==> config.mk <==
export PLATFORM = sky130hd
export DESIGN_NAME = param_sync_counter
export DESIGN_NICKNAME = d
export VERILOG_FILES = /design/src/rtl/param_sync_counter.sv
export SDC_FILE = /design/constraint.sdc
export NUM_CORES = 1
export LEC_CHECK = 0
export ABC_AREA = 1
export CAP_MARGIN = 40
export CORE_AREA = 2 2 39 41
export DETAILED_ROUTE_END_ITERATION = 16
export DIE_AREA = 0 0 41 43
export PLACE_DENSITY = 0.62
export SYNTH_ARGS = -nofsm -noshare
export SYNTH_HDL_FRONTEND = slang
export SYNTH_SLANG_ARGS = --single-unit
==> constraint.sdc <==
create_clock -name clk -period 2.9 [get_ports clk]
set_input_delay 0.58 -clock clk [delete_from_list [all_inputs] [get_ports clk]]
set_output_delay 0.58 -clock clk [all_outputs]
set_load 0.02 [all_outputs]
==> src/rtl/param_sync_counter.sv <==
// Parametrised synchronous up/down counter with modulus, parallel load, wrap or
// saturate ends, combinational terminal count for cascading, and registered pulses.
module param_sync_counter #(
    parameter int     WIDTH       = 4,
    parameter longint MODULUS     = 10,
    parameter bit     SATURATE    = 1'b0,
    parameter longint RESET_VALUE = 0
) (
    input  logic             clk,
    input  logic             clear,
    input  logic             en,
    input  logic             up,
    input  logic             load,
    input  logic [WIDTH-1:0] load_val,
    output logic [WIDTH-1:0] q,
    output logic             tc,
    output logic             wrapped,
    output logic             load_err
);

    // One extra bit so MODULUS == 2^WIDTH is representable for the load range check.
    localparam logic [WIDTH:0]   MOD_W = (WIDTH+1)'(MODULUS);
    localparam logic [WIDTH-1:0] MAX_V = WIDTH'(MODULUS - 1);
    localparam logic [WIDTH-1:0] RST_V = WIDTH'(RESET_VALUE);
    localparam logic [WIDTH-1:0] ONE   = WIDTH'(1);

    logic [WIDTH-1:0] q_q, q_d;
    logic             wrapped_q, wrapped_d;
    logic             load_err_q, load_err_d;
    logic             at_max, at_min;

    assign at_max = (q_q == MAX_V);
    assign at_min = (q_q == '0);

    always_comb begin
        q_d        = q_q;
        wrapped_d  = 1'b0;
        load_err_d = 1'b0;
        if (load) begin
            if ({1'b0, load_val} < MOD_W) begin
                q_d = load_val;
            end else begin
                q_d        = MAX_V;
                load_err_d = 1'b1;
            end
        end else if (en) begin
            if (up) begin
                if (!at_max) begin
                    q_d = q_q + ONE;
                end else if (!SATURATE) begin
                    q_d       = '0;
                    wrapped_d = 1'b1;
                end
            end else begin
                if (!at_min) begin
                    q_d = q_q - ONE;
                end else if (!SATURATE) begin
                    q_d       = MAX_V;
                    wrapped_d = 1'b1;
                end
            end
        end
    end

    always_ff @(posedge clk) begin
        if (clear) begin
            q_q        <= RST_V;
            wrapped_q  <= 1'b0;
            load_err_q <= 1'b0;
        end else begin
            q_q        <= q_d;
            wrapped_q  <= wrapped_d;
            load_err_q <= load_err_d;
        end
    end

    // Asserted at the range end even when saturating, so cascades stay aligned.
    assign tc       = en & ~load & ~clear & ((up & at_max) | (~up & at_min));
    assign q        = q_q;
    assign wrapped  = wrapped_q;
    assign load_err = load_err_q;

endmodule

### Word level (Yosys, flattened, before mapping)

Cells that the tools add are included.

* register bits after elaboration: 6
* bits of input ports: 9

* $add $sub $neg: 2
* magnitude comparators: 1
* equal/unequal tests: 1
* mux-type cells: 10
* bitwise gates (word level): 10
* reduce and logical (&&, ||, !) cells: 4

Operators by type and width (count)
* $mux 4: 6
* $and 1x1->1: 5
* $add 4x1->4 const B: 1
* $eq 4x4->1 const B: 1
* $logic_not 4->1: 1
* $lt 4x4->1 const B: 1
* $mux 1: 4
* $not 1->1: 4
* $sub 4x1->4 const B: 1
* $reduce_or 3->1: 1
* $reduce_bool 2->1: 1
* $reduce_or 2->1: 1
* $or 1x1->1: 1

### Depth between registers and ports, before layout

* depth after elaboration: 5
* gate-level depth with buffers: 8
* mapped depth without buffers: 8

### Least setup slack after synthesis

OpenSTA, ideal clock, no wires.

* path type: input -> output
* from: input port en
* to: output port tc
* data arrival time: 1.555 ns
* required time: 2.320 ns
* path slack: 0.765 ns
* stages: 4
* buffers on the path: 0
* cells stage by stage: inv_1 -> nor2_1 -> inv_1 -> nor4_1

* word-level cells in the longest chain between the ends: 3

RTL lines
* start: declaration: line 11 `input logic en,`
* $and 1x1->1 (3 in a row): line 78 `assign tc = en & ~load & ~clear & ((up & at_max) | (~up & at_min));`
* end: declaration: line 16 `output logic tc,`

No other way between the ends.

### Worst setup path in the final report

Same ends and word-level chain as after synthesis.

==> parameters.txt <==
Parameter                              Value

Floorplan
  Core footprint ... between 1000 and 1500 µm²
  Die extent in x ... slightly above 40 µm
  Area enclosed by the die boundary ... around 1800 µm²
  Starting Density ... ~30%
  Std cell rows ... 14
  Ports placed on the boundary ... 16
  Height of the die ... between 40 and 50 µm

Power
  Worst IR drop on VDD ... between 0.0002 and 0.0003 V
  Ratio of total power to cell area ... approximately 390 nW/µm²
  Leakage ... slightly below 0.0003 µW

Critical path
  Critical Setup Path Class ... in2out
  Worst path required time ... approximately 2.3 ns
  CP Depth ... 6
  Slowest stage cell on the critical path ... sky130_fd_sc_hd__clkdlybuf4s50_1
  Cell breakdown of the critical path ... clkdlybuf4s50_1 > inv_1 > nor2_1 > inv_1 > nor4_1 > clkdlybuf4s50_1
  Logic depth of the worst register-to-register path ... 8
  Number of buffers and inverters on the critical path ... 4
  Largest fanout on the critical path ... 2
  Family of cells with the greatest summed delay on the critical path ... buffers and inverters
  Max stage delay on crit path ... between 0.6 and 0.7 ns
  Critical Path AT ... between 2 and 2.5 ns
  Worst setup SP type ... input port
  Crit. End Element ... output pin

Clock tree
  Number of H-tree levels ... 1
  Root Driver ... sky130_fd_sc_hd__clkbuf_4
  Worst-path clk slew ... approximately 0.040 ns
  Hold buffers post-CTS ... 0
  Post_cts resized ... 0
  Number of buffers inserted during clock tree synthesis ... 3
  Clock network latency to the later pin of the worst-skew pair ... 0.24 ns
  Number of sinks driven by the clock tree ... 6
  Post-CTS setup buffer count ... 0
  TritonCTS clock tree ... built
  Clock tree buffer depth ... 2

Logic synthesis
  Sequential share of the synthesized area ... a little under 30%
  Average footprint of a synthesized cell ... 5.75 µm²
  Post-Synthesis Net Count ... roughly 80
  Number of cells produced by synthesis ... 72
  Post-synthesis instance area ... slightly above 400 µm²
  Distinct cells, synth ... 14
  Seq cells post-synth ... 6
  Synthesis Warnings ... 0

Drt
  Vias per cell ... about 4.7
  Overall routed net length ... around 1.1 mm
  Remaining design rule violation count ... 0
  Per-cell routed wire length ... about 10 µm
  Iteration count of the initial detailed-routing pass ... 4
  Residual antenna-violating net count after detailed routing ... 0
  Via Count ... 515
  Violation count after the first detailed-route iteration ... 7

Global routing
  Overall track demand over capacity in global routing ... between 15 and 20%
  Via count of the first global-routing pass ... 453
  Pin count of the biggest net entering global routing ... 9
  Antenna violations before repair ... 0
  Overall overflow remaining after global route ... 0
  First-pass GRT wire length ... about 1.9 mm

Place
  Number of buffer cells added on primary ports ... 15
  Routability congestion estimate ... approximately 0.85
  Half-perimeter wire length of the detailed placement result ... between 800 and 900 µm

Timing
  Transition time at the pin with the least slew margin ... about 0.33 ns
  Final setup violating endpoints ... 0
  Final clock skew ... 0.00353 ns
  Shortest clock period the worst path allows after layout ... approximately 2.8 ns
  Headroom to the max-slew limit ... around 78%
  Crit share post-route ... a little over nine tenths
  Hold Fails Final Rpt ... 0
  Summed negative setup slack over all endpoints ... 0 ns
  Setup repair after global routing missed its margin ... false
  Final number of max-transition violations ... 0
  Top achievable clock speed ... approximately 0.35 GHz

Min path
  Worst hold stages ... 2
  Worst hold-check path type ... reg2reg

Finish
  Multi-input combinational cell area ... around 250 µm²
  Antenna diode count ... 0
  Synth-to-layout area growth ... 53.8%
  Number of fillers in the final layout ... ~160
  Most common cell after layout, fill and taps aside ... sky130_fd_sc_hd__nand2_1
  Nets ... roughly 110
  Area used by sequential logic in the layout ... 120 µm²
  Share of cells above drive strength 1 ... between 10% and 20%
  Highest-count cells in the layout ignoring fill and taps ... sky130_fd_sc_hd__nand2_1 (26), sky130_fd_sc_hd__clkdlybuf4s50_1 (15), sky130_fd_sc_hd__inv_1 (8), sky130_fd_sc_hd__nor2_1 (8), sky130_fd_sc_hd__dfxtp_1 (6)
  Final core area utilization ... a little under half

Outcome
  Status ... complete, no violations

Job
  Max Cap Violations ... 0
-- tightest hold or removal path, cell delays in order (launching register included) --
cell	delay (ns)
sky130_fd_sc_hd__dfxtp_1	0.38
sky130_fd_sc_hd__nand2_1	0.11
sky130_fd_sc_hd__a21oi_2	0.05
-- sequential cells by signal, indices dropped and copies added, names as in the netlist --
name      count
q             4
load_err      1
wrapped       1
-- synthesized netlist by cell type --
cell | count | area (µm²)
sky130_fd_sc_hd__nor2_1 | 8 | 30.0
sky130_fd_sc_hd__nand3_1 | 5 | 25.0
sky130_fd_sc_hd__nor3_1 | 1 | 5.00
sky130_fd_sc_hd__a22oi_1 | 1 | 7.51
sky130_fd_sc_hd__nand2_1 | 26 | 97.6
sky130_fd_sc_hd__nand4_1 | 2 | 12.5
sky130_fd_sc_hd__a21oi_1 | 2 | 10.0
sky130_fd_sc_hd__a21oi_2 | 2 | 17.5
sky130_fd_sc_hd__nor4_1 | 4 | 25.0
sky130_fd_sc_hd__o21ai_0 | 2 | 10.0
sky130_fd_sc_hd__inv_1 | 8 | 30.0
sky130_fd_sc_hd__inv_2 | 3 | 11.3
sky130_fd_sc_hd__nor2_2 | 2 | 12.5
sky130_fd_sc_hd__dfxtp_1 | 6 | 120
-- kinds of logic after synthesis --
group / Yosys count / share of synthesized area, %
AND/OR/NAND/NOR: 48 / 50.1
buffers and inverters: 11 / 9.97
AO/OA/AOI/OAI: 7 / 10.9
flip-flops: 6 / 29.0
-- stage by stage --
stage,hold WS [ns],setup WS [ns],total power [µW],cells,instance area (µm²)
floorplan,0.615,0.765,137,72,414
global placement,0.579,0.0982,173,107,614
detailed placement,0.583,0.0938,174,107,614
CTS,0.589,0.0875,250,110,637
global route,0.623,0.00719,269,110,637
finish,0.587,0.0552,245,110,637
-- power breakdown --
part / leakage (µW) / switching [µW] / internal [µW]
clock network: 0.0000138 / 26.6 / 46.6
logic: 0.000234 / 38.9 / 36.5
registers: 0.0000493 / 9.01 / 87.7
-- layout make-up --
class                           instances  share of cell area, %
Clock buffer                            3                   3.54
Inverter                               11                   6.48
Multi-Input combinational cell         55                   39.7
Sequential cell                         6                   18.9
Tap cell                               16                   3.14
Timing Repair Buffer                   19                   28.3
-- final timing paths --
| path | slack [ns] | from | end |
|---|---|---|---|
| worst max-delay path | 0.06 | en | tc |
| worst min-delay path | 0.59 | q[2] | q[2] |
| worst max register to register | 1.71 | q[0] | q[2] |
| worst min register to register | 0.59 | q[2] | q[2] |
-- per-layer routing --
layer | GRT usage (%) | up-vias | part of all wire, %
li1 | - | 277 | -
met1 | 20.6 | 217 | 46
met2 | 22.2 | 21 | 47
met3 | 7.85 | 0 | 7.8
met4 | 4.00 | 0 | 0
met5 | 0 | - | 0
No activity file was read; power rests on OpenSTA's default activity.
